[src/rtl/tone_monitor.sv]
// tone_monitor: per-channel audio tone checker on the codec output sample path.
// Each channel smooths its samples with a moving average. It detects neg->pos
// crossings of the smoothed signal with hysteresis. It measures the period (in
// samples) and the peak between consecutive rising crossings. It checks both
// against limits and counts violations in saturating error counters.
//
// Ports:
//   clk, rst_n     system clock, asynchronous active-low reset
//   smpl_vld       one-cycle strobe: smpl_in carries a new sample for every channel
//   smpl_in        signed samples, channel c at [c*DW +: DW]
//   min_per/max_per    legal period range in samples, inclusive
//   min_ampl/max_ampl  legal signed peak range, inclusive
//   clr_err        synchronous clear of all error counters
//   avg_out        smoothed sample per channel (one cycle after smpl_vld)
//   meas_vld       per-channel pulse: new per_out/peak_out (two cycles after smpl_vld)
//   per_out        last measured period per channel
//   peak_out       last measured peak per channel
//   freq_err       period-violation count per channel
//   ampl_err       peak-violation count per channel
module tone_monitor #(
    parameter int unsigned NCH      = 2,
    parameter int unsigned DW       = 16,
    parameter int unsigned AVG_LOG2 = 3,
    parameter int unsigned PER_W    = 12,
    parameter int unsigned HYST     = 64,
    parameter int unsigned ERR_W    = 8
) (
    input  logic                 clk,
    input  logic                 rst_n,
    input  logic                 smpl_vld,
    input  logic [NCH*DW-1:0]    smpl_in,
    input  logic [PER_W-1:0]     min_per,
    input  logic [PER_W-1:0]     max_per,
    input  logic [DW-1:0]        min_ampl,
    input  logic [DW-1:0]        max_ampl,
    input  logic                 clr_err,
    output logic [NCH*DW-1:0]    avg_out,
    output logic [NCH-1:0]       meas_vld,
    output logic [NCH*PER_W-1:0] per_out,
    output logic [NCH*DW-1:0]    peak_out,
    output logic [NCH*ERR_W-1:0] freq_err,
    output logic [NCH*ERR_W-1:0] ampl_err
);

    typedef enum logic [1:0] {UNARMED, NEG, POS} state_t;

    localparam int unsigned WIN = 2**AVG_LOG2;
    localparam int unsigned SW  = DW + AVG_LOG2;

    localparam logic signed [DW-1:0] HYST_P  = DW'(HYST);
    localparam logic signed [DW-1:0] HYST_N  = -HYST_P;
    localparam logic [PER_W-1:0]     CNT_MAX = '1;
    localparam logic [ERR_W-1:0]     ERR_MAX = '1;

    genvar c;
    generate
        for (c = 0; c < NCH; c++) begin : g_ch
            logic signed [DW-1:0]  hist [WIN];
            logic [AVG_LOG2-1:0]   wptr;
            logic signed [DW-1:0]  x, oldest;
            logic signed [SW-1:0]  sum, sum_nx;
            logic signed [DW-1:0]  avg;
            logic                  avg_stb;
            state_t                state, state_nx;
            logic                  rise;
            logic                  armed;
            logic [PER_W-1:0]      cnt;
            logic signed [DW-1:0]  pk;
            logic                  meas_q;
            logic [PER_W-1:0]      per_q;
            logic signed [DW-1:0]  peak_q;
            logic [ERR_W-1:0]      ferr, aerr;
            logic                  meas_evt, f_bad, a_bad;

            assign x      = smpl_in[c*DW +: DW];
            assign oldest = hist[wptr];
            assign sum_nx = sum + $signed({{AVG_LOG2{x[DW-1]}}, x})
                                - $signed({{AVG_LOG2{oldest[DW-1]}}, oldest});

            // Smoothing: circular history plus running sum; avg_stb marks the
            // cycle in which avg holds a freshly computed value.
            always_ff @(posedge clk or negedge rst_n) begin
                if (!rst_n) begin
                    for (int unsigned i = 0; i < WIN; i++) hist[i] <= '0;
                    wptr    <= '0;
                    sum     <= '0;
                    avg     <= '0;
                    avg_stb <= 1'b0;
                end else begin
                    avg_stb <= smpl_vld;
                    if (smpl_vld) begin
                        hist[wptr] <= x;
                        wptr       <= wptr + AVG_LOG2'(1);
                        sum        <= sum_nx;
                        avg        <= sum_nx[SW-1:AVG_LOG2];
                    end
                end
            end

            always_ff @(posedge clk or negedge rst_n) begin
                if (!rst_n) state <= UNARMED;
                else        state <= state_nx;
            end

            always_comb begin
                state_nx = state;
                rise     = 1'b0;
                if (avg_stb) begin
                    case (state)
                        UNARMED: if (avg < HYST_N) state_nx = NEG;
                        NEG: if (avg >= HYST_P) begin
                            state_nx = POS;
                            rise     = 1'b1;
                        end
                        POS:     if (avg <= HYST_N) state_nx = NEG;
                        default: state_nx = UNARMED;
                    endcase
                end
            end

            // A measurement closes on every rising event except the one that arms.
            assign meas_evt = avg_stb && rise && armed;
            assign f_bad    = meas_evt && ((cnt < min_per) || (cnt > max_per) || (cnt == CNT_MAX));
            assign a_bad    = meas_evt && ((pk < $signed(min_ampl)) || (pk > $signed(max_ampl)));

            // The crossing sample opens the new period, so it seeds cnt=1 and pk
            // rather than contributing to the period being closed.
            always_ff @(posedge clk or negedge rst_n) begin
                if (!rst_n) begin
                    armed  <= 1'b0;
                    cnt    <= '0;
                    pk     <= '0;
                    meas_q <= 1'b0;
                    per_q  <= '0;
                    peak_q <= '0;
                end else begin
                    meas_q <= 1'b0;
                    if (avg_stb) begin
                        if (rise) begin
                            if (armed) begin
                                meas_q <= 1'b1;
                                per_q  <= cnt;
                                peak_q <= pk;
                            end
                            armed <= 1'b1;
                            cnt   <= PER_W'(1);
                            pk    <= avg;
                        end else if (armed) begin
                            if (cnt != CNT_MAX) cnt <= cnt + PER_W'(1);
                            if (avg > pk)       pk  <= avg;
                        end
                    end
                end
            end

            always_ff @(posedge clk or negedge rst_n) begin
                if (!rst_n) begin
                    ferr <= '0;
                    aerr <= '0;
                end else if (clr_err) begin
                    ferr <= '0;
                    aerr <= '0;
                end else begin
                    if (f_bad && (ferr != ERR_MAX)) ferr <= ferr + ERR_W'(1);
                    if (a_bad && (aerr != ERR_MAX)) aerr <= aerr + ERR_W'(1);
                end
            end

            assign avg_out[c*DW +: DW]       = avg;
            assign meas_vld[c]               = meas_q;
            assign per_out[c*PER_W +: PER_W] = per_q;
            assign peak_out[c*DW +: DW]      = peak_q;
            assign freq_err[c*ERR_W +: ERR_W] = ferr;
            assign ampl_err[c*ERR_W +: ERR_W] = aerr;
        end
    endgenerate

endmodule
[config.mk]
export PLATFORM = sky130hd
export DESIGN_NAME = tone_monitor
export DESIGN_NICKNAME = d
export VERILOG_FILES = /design/src/rtl/tone_monitor.sv
export SDC_FILE = /design/constraint.sdc
export NUM_CORES = 1
export LEC_CHECK = 0
export ABC_AREA = 1
export CAP_MARGIN = 20
export CORE_UTILIZATION = 59
export DETAILED_ROUTE_END_ITERATION = 10
export GPL_ROUTABILITY_DRIVEN = 1
export PLACE_DENSITY = 0.89
export SYNTH_ARGS = -nofsm -noshare
export SYNTH_HDL_FRONTEND = slang
export SYNTH_SLANG_ARGS = --single-unit
export TNS_END_PERCENT = 50
[constraint.sdc]
create_clock -name clk -period 4.1 [get_ports clk]
set_clock_uncertainty 0.2 [all_clocks]
set_input_delay 0.82 -clock clk [delete_from_list [all_inputs] [get_ports clk]]
set_output_delay 0.82 -clock clk [all_outputs]
set_load 0.02 [all_outputs]
-- Yosys cells after proc, flatten, opt, wreduce, memory -nomap -nowiden
Index checks and enable logic that the tools add are counted.
- output and inout port bits: 122
- register bits: 485
- word-level logic and storage cells: 187
- muxes and demuxes: 52
- reductions and logical operators: 42
- add/sub/neg operators: 12
- equal/unequal tests: 18
- bitwise gates (word level): 2
- magnitude comparators: 20
- operators by type and width (kind ; number):
    bitwise mux 128 bit ; 2
    two-way mux 16 bit ; 12
    binary-select mux 16 bit (select 3 bit) ; 2
    demux 16 bit (select 3 bit) ; 2
    two-way mux 12 bit ; 6
    greater-than comparator 16 bit ; 4
    two-way mux 8 bit ; 8
    adder 19 x 16 -> 19 bit ; 2
    subtractor 19 x 16 -> 19 bit ; 2
    adder 8 x 1 -> 8 bit, second input constant ; 4
    greater-or-equal comparator 16 x 8 -> 1 bit, second input constant ; 2
    less-or-equal comparator 16 x 7 -> 1 bit, second input constant ; 2
    less-than comparator 16 bit ; 2
    less-than comparator 16 x 7 -> 1 bit, second input constant ; 2
    != test 8 bit, second input constant ; 4
    adder 12 x 1 -> 12 bit, second input constant ; 2
    equality test 12 bit, second input constant ; 2
    greater-than comparator 12 bit ; 2
    less-than comparator 12 bit ; 2
    != test 12 bit, second input constant ; 2
    nonzero test 2 bit ; 10
    AND reduction 3 bit ; 6
    logical AND 1 bit ; 14
    two-way mux 1 bit ; 12
    other kinds (13) ; 38

-- Logic depth before layout (Yosys ltp)
Gate-level depths: netlist (run 1).
- word-level depth: 10
- depth in mapped cells: 20
- gate-level depth less buffers: 19

-- Worst setup path after synthesis (run 1)
Ideal clock, no wire load.
- path kind: reg-to-reg
- start point: register g_ch[1].wptr[0]
- end point: register g_ch[1].sum[13]
- data arrival time: 3.190 ns
- cell stages (with the launch flop): 17
- setup slack: 0.578 ns
- library setup time: 0.132 ns
- clock period less this slack: 3.522 ns
- cells stage by stage: dfrtp_1 clkbuf_1 buf_2 buf_1 nand2_1 o211ai_1 o2111ai_1 fa_1 inv_1 ha_1 a21oi_1 nand2_1 a21boi_2 o21ai_0 or2_2 nand3_1 o21ai_0
- cells in the longest elaborated chain, start to end: 5
- RTL lines (item ; RTL line ; source):
    start, declared ; 59 ; logic [AVG_LOG2-1:0] wptr;
    start signal, assigned ; 93 ; wptr <= wptr + AVG_LOG2'(1);
    inverter 3 -> 4 bit (not written as such) ; 76 ; assign oldest = hist[wptr];
    binary-select mux 16 bit (select 3 bit) ; 76 ;
    two-way mux 16 bit (not written as such) (2 in series) ; 76 ;
    subtractor 19 x 16 -> 19 bit ; 78 ; - $signed({{AVG_LOG2{oldest[DW-1]}}, oldest});
    end signal, assigned ; 94 ; sum <= sum_nx;
    end, declared ; 61 ; logic signed [SW-1:0] sum, sum_nx;
Every way passes these cells. The select of a mux whose other input is x is not followed.
A chain may end at the register's enable or synchronous reset.

-- Worst setup path in the final report (run 1)
- start point: register g_ch[1].wptr[2]
- end point: register g_ch[1].sum[14]
Same word-level chain as after synthesis.

==> results of run 1 <==
-- final timing paths --
path	end	slack [ps]	cells after the start	from
setup / recovery	g_ch[1].sum[14]	200	16	g_ch[1].wptr[2]
hold / removal	g_ch[1].peak_q[6]	80	1	rst_n
setup reg to reg	g_ch[1].sum[14]	200	16	g_ch[1].wptr[2]
hold reg to reg	g_ch[0].per_q[9]	280	2	g_ch[0].per_q[9]
max in group asynchronous	g_ch[1].hist[4]	2630	2	rst_n
min in group clk	g_ch[0].per_q[9]	280	2	g_ch[0].per_q[9]
-- registers in the layout (all words and copies together) (netlist names) --
register	flops
g_ch.armed	2
g_ch.hist	256
g_ch.wptr	6
g_ch.peak_q	32
g_ch.pk	32
g_ch.state	4
g_ch.per_q	24
g_ch.ferr	16
g_ch.cnt	24
g_ch.meas_q	2
g_ch.sum	38
g_ch.aerr	16
g_ch.avg_stb	1
-- cell families (layout without fill, tap and decap cells) --
group	after synthesis	count (layout)
flops	453	453
compound gates	746	746
buf+inv	537	755
xor+xnor	54	54
other cells	0	1
fa+ha+maj	224	224
simple gates	1231	1231
-- synthesized netlist by cell type, types with 13 or more instances --
library cell / n
o21ai_0: 424
fa_1: 36
nand4_1: 69
xor2_1: 41
o21ai_1: 62
nand3_1: 166
inv_1: 373
ha_1: 188
dfrtp_1: 453
clkbuf_1: 81
buf_2: 23
buf_4: 39
a21oi_1: 90
xnor2_1: 13
nor2_1: 138
o21a_1: 68
nor3_1: 24
o211ai_1: 33
nand2_1: 771
o2111ai_1: 27
-- cells in the final DEF, fill, tap and decap left out, types with 8 or more instances in the layout --
| master | Yosys | routed |
|---|---|---|
| a21oi_1 | 90 | 90 |
| ha_1 | 188 | 188 |
| buf_4 | 39 | 65 |
| xnor2_1 | 13 | 13 |
| dfrtp_1 | 453 | 451 |
| buf_12 | 0 | 8 |
| nand3_1 | 166 | 166 |
| or2_2 | 10 | 10 |
| nand3b_1 | 11 | 11 |
| a31oi_1 | 8 | 8 |
| nand4_1 | 69 | 69 |
| nor2_2 | 7 | 9 |
| nor2_1 | 138 | 136 |
| clkbuf_8 | 0 | 8 |
| nor3_1 | 24 | 24 |
| clkbuf_16 | 0 | 51 |
| xor2_1 | 41 | 41 |
| o211ai_1 | 33 | 33 |
| nand2_1 | 771 | 770 |
| nand2_2 | 9 | 10 |
| clkdlybuf4s50_1 | 0 | 211 |
| o2111ai_1 | 27 | 27 |
| clkinv_2 | 0 | 10 |
| o21ai_1 | 62 | 62 |
| inv_1 | 373 | 373 |
| fa_1 | 36 | 36 |
| o21ai_0 | 424 | 424 |
| o21a_1 | 68 | 68 |
-- power by group through the flow --
stage,clock network (mW),registers [mW],logic (mW)
after floorplan,0,7.50,12.4
after CTS,4.74,7.77,17.3
final,4.70,7.82,17.6
after detailed placement,0,7.80,17.1
after global placement,0,7.73,16.6
after global routing,4.93,7.99,19.8
-- per-stage QoR --
stage	util (%)	worst slack, ps	TNS, ps
global route	70.1	-1.97	-1.97
floorplan	-	578	0
finish	70.1	202	0
global placement	66.2	232	0
CTS	70.0	225	0
detailed placement	66.2	124	0
-- layout make-up --
type,instances,area [um2],area share [%]
timing repair buffer,287,2810,9.04
clock inverter,21,293,0.943
antenna,1,2.50,0.00806
tap,592,741,2.38
clock buffer,66,1410,4.55
multi-input combinational,2255,13000,42.0
inverter,381,1430,4.62
sequential,453,11300,36.5
-- worst register-to-register path, cell delays in order, from the launching register on --
cell and delay (ps):
dfrtp_1 480, inv_1 90, nor2_2 270, buf_12 210, o21a_1 140, o21ai_0 110
o2111ai_1 180, fa_1 480, inv_1 70, ha_1 300, a21oi_1 190, o21ai_1 120
nor2_1 300, o21ai_0 180, or2_2 290, nand3_1 60, o21ai_0 80
-- routing by layer --
metal | vias up | part of all wire [%] | track usage [%]
li1 | 11100 | - | -
met1 | 11300 | 41 | 44.1
met2 | 1247 | 46 | 52.6
met3 | 224 | 9.2 | 5.62
met4 | 6 | 4.0 | 14.4
met5 | - | 0.055 | 0
==> results.py, run 1 <==
metrics = {
    "logic_synthesis": {
        "muxShareOfSynthArea_pct": 0,
        "syn-num-nets": 3561,
        "synth_top_family_by_area": "simple AND/OR/NAND/NOR gates",
        "syn_inst": 3245,
        "synth-xor-area-share_pct": 1.78,
        "syn_area_mm2": 0.0266,
        "synth_warnings": 0,
        "yosysSeqAreaShare_pct": 42.7,
        "synth_area_leaders": "dfrtp_1 43%, nand2_1 11%, ha_1 8.9%, o21ai_0 8.0%, inv_1 5.3%",
        "synth-seq-cells": 453,
        "syn_area_per_cell_um2": 8.18,
        "ys.flop_type": "dfrtp_1",
        "synthAdderAreaFrac_pct": 11.6,
        "synth_edf_count": 0,
        "async_flop_share_pct": 100,
        "synth-simple-area-share_pct": 19.9,
        "yosysUniqueCellTypes": 52,
        "synth_top_area_share_pct": 42.7,
        "synth_top_cell_by_area": "dfrtp_1",
        "synth_compound_area_share_pct": 15.8,
    },
    "pwr": {
        "power.internal_mw": 15.9,
        "swShare_pct": 47.3,
        "cellPowerDensity_mw_per_mm2": 970,
        "power_frac_comb_pct": 58.5,
        "seqPwrFrac_pct": 25.9,
        "irDropWorstVdd_v": 0.000562,
        "leakage_nw": 15.4,
        "switchingPower_mw": 14.3,
        "clkPwrFrac_pct": 15.6,
        "fin_total_pwr_mw": 30.1,
    },
    "global_route": {
        "grt-ovfl-total": 0,
        "grt_start_max_net_pins": 99,
        "first_global_vias": 23300,
        "grt_usage_pct": 32.8,
        "grt_pass1_wl_um": 121000,
        "antenna_found_initial": 4,
    },
    "placement": {
        "placed_area_mm2": 0.0293,
        "io_buffers": 213,
        "place.gp.congestion": 0.993,
        "hpwl_um": 52300,
        "place_inst": 3967,
    },
    "critical_path": {
        "cp_max_fo": 16,
        "worstPathRequired_ps": 4360,
        "slowest_stage": "dfrtp_1",
        "crit_family": "compound AO/OA/AOI/OAI gates",
        "endpoint_kind": "flip-flop",
        "worstPathCellList": "inv_1, nor2_2, buf_12, o21a_1, o21ai_0, o2111ai_1, fa_1, inv_1, ha_1, a21oi_1, o21ai_1, nor2_1, o21ai_0, or2_2, nand3_1, o21ai_0",
        "path_common_cell": "o21ai_0",
        "critPathLaunchType": "flip-flop",
        "cp.arrival_ps": 4150,
        "critPathMaxStageDelay_ps": 480,
        "critPathKind": "reg2reg",
        "path_buf_inv": 3,
    },
    "floorplanning": {
        "io_pins": 214,
        "die-area_mm2": 0.0459,
        "start_util_pct": 59.9,
        "fp.dieH_um": 214,
        "fp.coreArea_mm2": 0.0443,
        "num_rows": 77,
        "die_w_um": 214,
    },
    "clock_tree": {
        "cts_root_buf": "clkbuf_16",
        "insertion_delay_ps": 610,
        "cts_tree": "built",
        "post_cts_buffers": 0,
        "clk_pin_slew_worst_paths_ps": 60,
        "clk_path_buf_depth": 3,
        "cts_buffers": 49,
        "cts.repair.resized": 0,
        "holdBufCountCts": 0,
        "cts_sinks": 453,
        "htree_num_levels": 2,
    },
    "timing": {
        "rsz0062_at_grt": "yes",
        "maxSlewHeadroom_pct": 34.5,
        "hold_viol_final": 0,
        "hold_ws_ps": 84.0,
        "tightestPinTransition_ps": 979,
        "period_share_pct": 95.1,
        "drv_slew": 0,
        "setup_violations": 0,
        "layout_min_cycle_time_ps": 3900,
        "fmax_ghz": 0.257,
    },
    "routing": {
        "route.vias.total": 23900,
        "post_drt_wl_per_cell_um": 18.5,
        "drt-total-wl_um": 74900,
        "ant_nets": 0,
        "dr.pass1.iters": 6,
        "detail_route.iter0.violations": 3029,
        "viasPerCell": 5.89,
        "drcViolationCount": 0,
    },
    "layout": {
        "fin_cells": 4056,
        "drive_above_1_share_pct": 6.15,
        "fillers": 3285,
        "syn_to_final_growth_pct": 17.0,
        "nets": 3743,
        "post-route-cell-area_mm2": 0.0311,
    },
    "run_status": {
        "outcome": "completed",
    },
    "flow_run": {
        "maxCapViolations": 0,
    },
    "hold_path": {
        "hp-class": "in2async",
    },
}
Note: power is estimated with default switching activity, not from simulation.
==> run 2: changes to the inputs <==
--- a/config.mk
+++ b/config.mk
@@ -7,10 +7,11 @@
 export LEC_CHECK = 0
 export ABC_AREA = 1
 export CAP_MARGIN = 20
-export CORE_UTILIZATION = 59
+export CORE_UTILIZATION = 55
 export DETAILED_ROUTE_END_ITERATION = 10
 export GPL_ROUTABILITY_DRIVEN = 1
-export PLACE_DENSITY = 0.89
+export PLACE_DENSITY = 0.84
+export SETUP_SLACK_MARGIN = 0.5
 export SYNTH_ARGS = -nofsm -noshare
 export SYNTH_HDL_FRONTEND = slang
 export SYNTH_SLANG_ARGS = --single-unit
==> results.py, run 2 (synthesis gave the netlist of run 1 again) <==
metrics = {
    "run_status": {
        "outcome": "completed",
    },
    "critical_path": {
        "r2r-end": "g_ch[0].sum[11]",
        "endpoint_kind": "flip-flop",
        "rr_startpoint": "g_ch[0].wptr[0]",
        "cp.arrival_ps": 3930,
        "critPathLaunchType": "flip-flop",
        "critPathKind": "reg2reg",
        "r2r_slack_ps": 430,
        "r2r_cells": 15,
        "worstPathRequired_ps": 4360,
        "cp_max_fo": 10,
    },
    "placement": {
        "place.gp.congestion": 0.960,
        "placed_area_mm2": 0.0294,
        "io_buffers": 213,
        "hpwl_um": 51700,
        "post-place-ws_ps": 183,
    },
    "routing": {
        "ant_nets": 0,
        "post_drt_wl_per_cell_um": 18.9,
        "drt-total-wl_um": 77900,
        "dr.pass1.iters": 9,
        "detail_route.iter0.violations": 2689,
        "route.vias.total": 24100,
        "viasPerCell": 5.87,
        "drcViolationCount": 0,
    },
    "flow_run": {
        "maxCapViolations": 0,
    },
    "floorplanning": {
        "io_pins": 214,
        "num_rows": 80,
        "die-area_mm2": 0.0492,
        "start_util_pct": 55.7,
        "fp.coreArea_mm2": 0.0476,
        "fp.dieH_um": 222,
        "die_w_um": 222,
    },
    "layout": {
        "regArea_mm2": 0.0113,
        "multi_input_area_mm2": 0.0137,
        "fillers": 3698,
        "layout_commonest_cell": "nand2_1",
        "utilization_pct": 67.3,
        "nets": 3771,
        "syn_to_final_growth_pct": 20.7,
        "reg_top3": "g_ch.hist (256), g_ch.sum (38)",
        "largest_register": "g_ch.hist",
        "largest_reg_flops": 256,
        "post-route-cell-area_mm2": 0.0321,
        "drive_above_1_share_pct": 10.2,
        "layout_common_cells": "755 x nand2_1, 447 x dfrtp_1, 400 x o21ai_0",
    },
    "timing": {
        "maxSlewHeadroom_pct": 32.8,
        "fmax_ghz": 0.273,
        "layout_min_cycle_time_ps": 3670,
        "hold_viol_final": 0,
        "period_share_pct": 89.4,
        "fin_ws_ps": 435,
        "tns_ps": 0,
        "setup_violations": 0,
        "drv_slew": 0,
        "tightestPinTransition_ps": 1010,
        "rsz0062_at_grt": "yes",
    },
    "hold_path": {
        "hp-class": "in2async",
    },
    "global_route": {
        "grt_start_max_net_pins": 105,
        "grt_pass1_wl_um": 119000,
        "top_usage_layer": "met2",
        "grtUsageMet3_pct": 5.65,
        "grt-ovfl-total": 0,
        "use_met2_pct": 48.4,
        "grt_usage_pct": 30.2,
        "use_met1_pct": 40.9,
        "antenna_found_initial": 8,
        "first_global_vias": 22600,
    },
    "clock_tree": {
        "holdBufCountCts": 0,
        "insertion_delay_ps": 610,
        "clk_pin_slew_worst_paths_ps": 70,
        "clk_path_buf_depth": 3,
        "cts_sinks": 453,
        "htree_num_levels": 2,
        "cts_tree": "built",
        "cts_root_buf": "clkbuf_16",
        "cts_buffers": 49,
    },
}
-- run 2: how the worst max path moves through the flow --
stage	startpoint	to	slack (ps)	cells after the start
4_1_cts	g_ch[1].wptr[0]	g_ch[1].sum[13]	480	15
3_5_place_dp	smpl_in[24]	g_ch[1].sum[13]	180	12
3_3_place_gp	smpl_in[24]	g_ch[1].sum[13]	220	12
2_1_floorplan	g_ch[1].wptr[0]	g_ch[1].sum[13]	580	16
5_1_grt	g_ch[0].wptr[0]	g_ch[0].sum[13]	290	15
6_report	g_ch[0].wptr[0]	g_ch[0].sum[11]	430	15
-- run 2: timing repair --
action | 4_1_cts | 5_1_grt
cloned | 0 | 7
setup endpoints to repair | 13 | 23
pin swaps | 1 | 55
gates resized for setup | 11 | 158
setup buffers | 4 | 18
-- run 2: cell type report --
type                       instances  area share, %
multi-input combinational       2255           42.6
clock buffer                      66           4.43
timing repair inverter             2         0.0546
clock inverter                    23          0.812
antenna                            4         0.0312
timing repair buffer             313           9.74
tap                              615           2.40
inverter                         381           4.50
sequential                       453           35.4
-- run 2: through the flow --
stage,cells,hold WS (ps)
floorplan,3245,248
global placement,3990,260
detailed placement,3990,266
CTS,4083,121
global route,4109,126
finish,4112,72.2
-- run 2: metal layers --
layer / wire (um) / vias to the layer above / share of wire (%)
met5: 62 / - / 0.080
met4: 3110 / 10 / 4.0
met3: 7370 / 256 / 9.5
met2: 36000 / 1263 / 46
met1: 31300 / 11400 / 40
li1: - / 11200 / -
-- run 2: critical path, cell delays in order, from the launching register on --
cell and delay [ps]:
dfrtp_4 550, buf_8 180, clkbuf_16 170, o21ai_0 210, o22ai_1 110, nor2_2 170, fa_1 510, ha_4 300
a21oi_1 270, nor2_1 80, nor2_1 150, nand2_2 90, nand4_1 160, nand2_1 110, xnor2_1 140, o21ai_0 100
Power of run 2 is left out: the tool's default activity adds up to more than one toggle a clock period on the data nets, which glitch-free logic cannot reach.
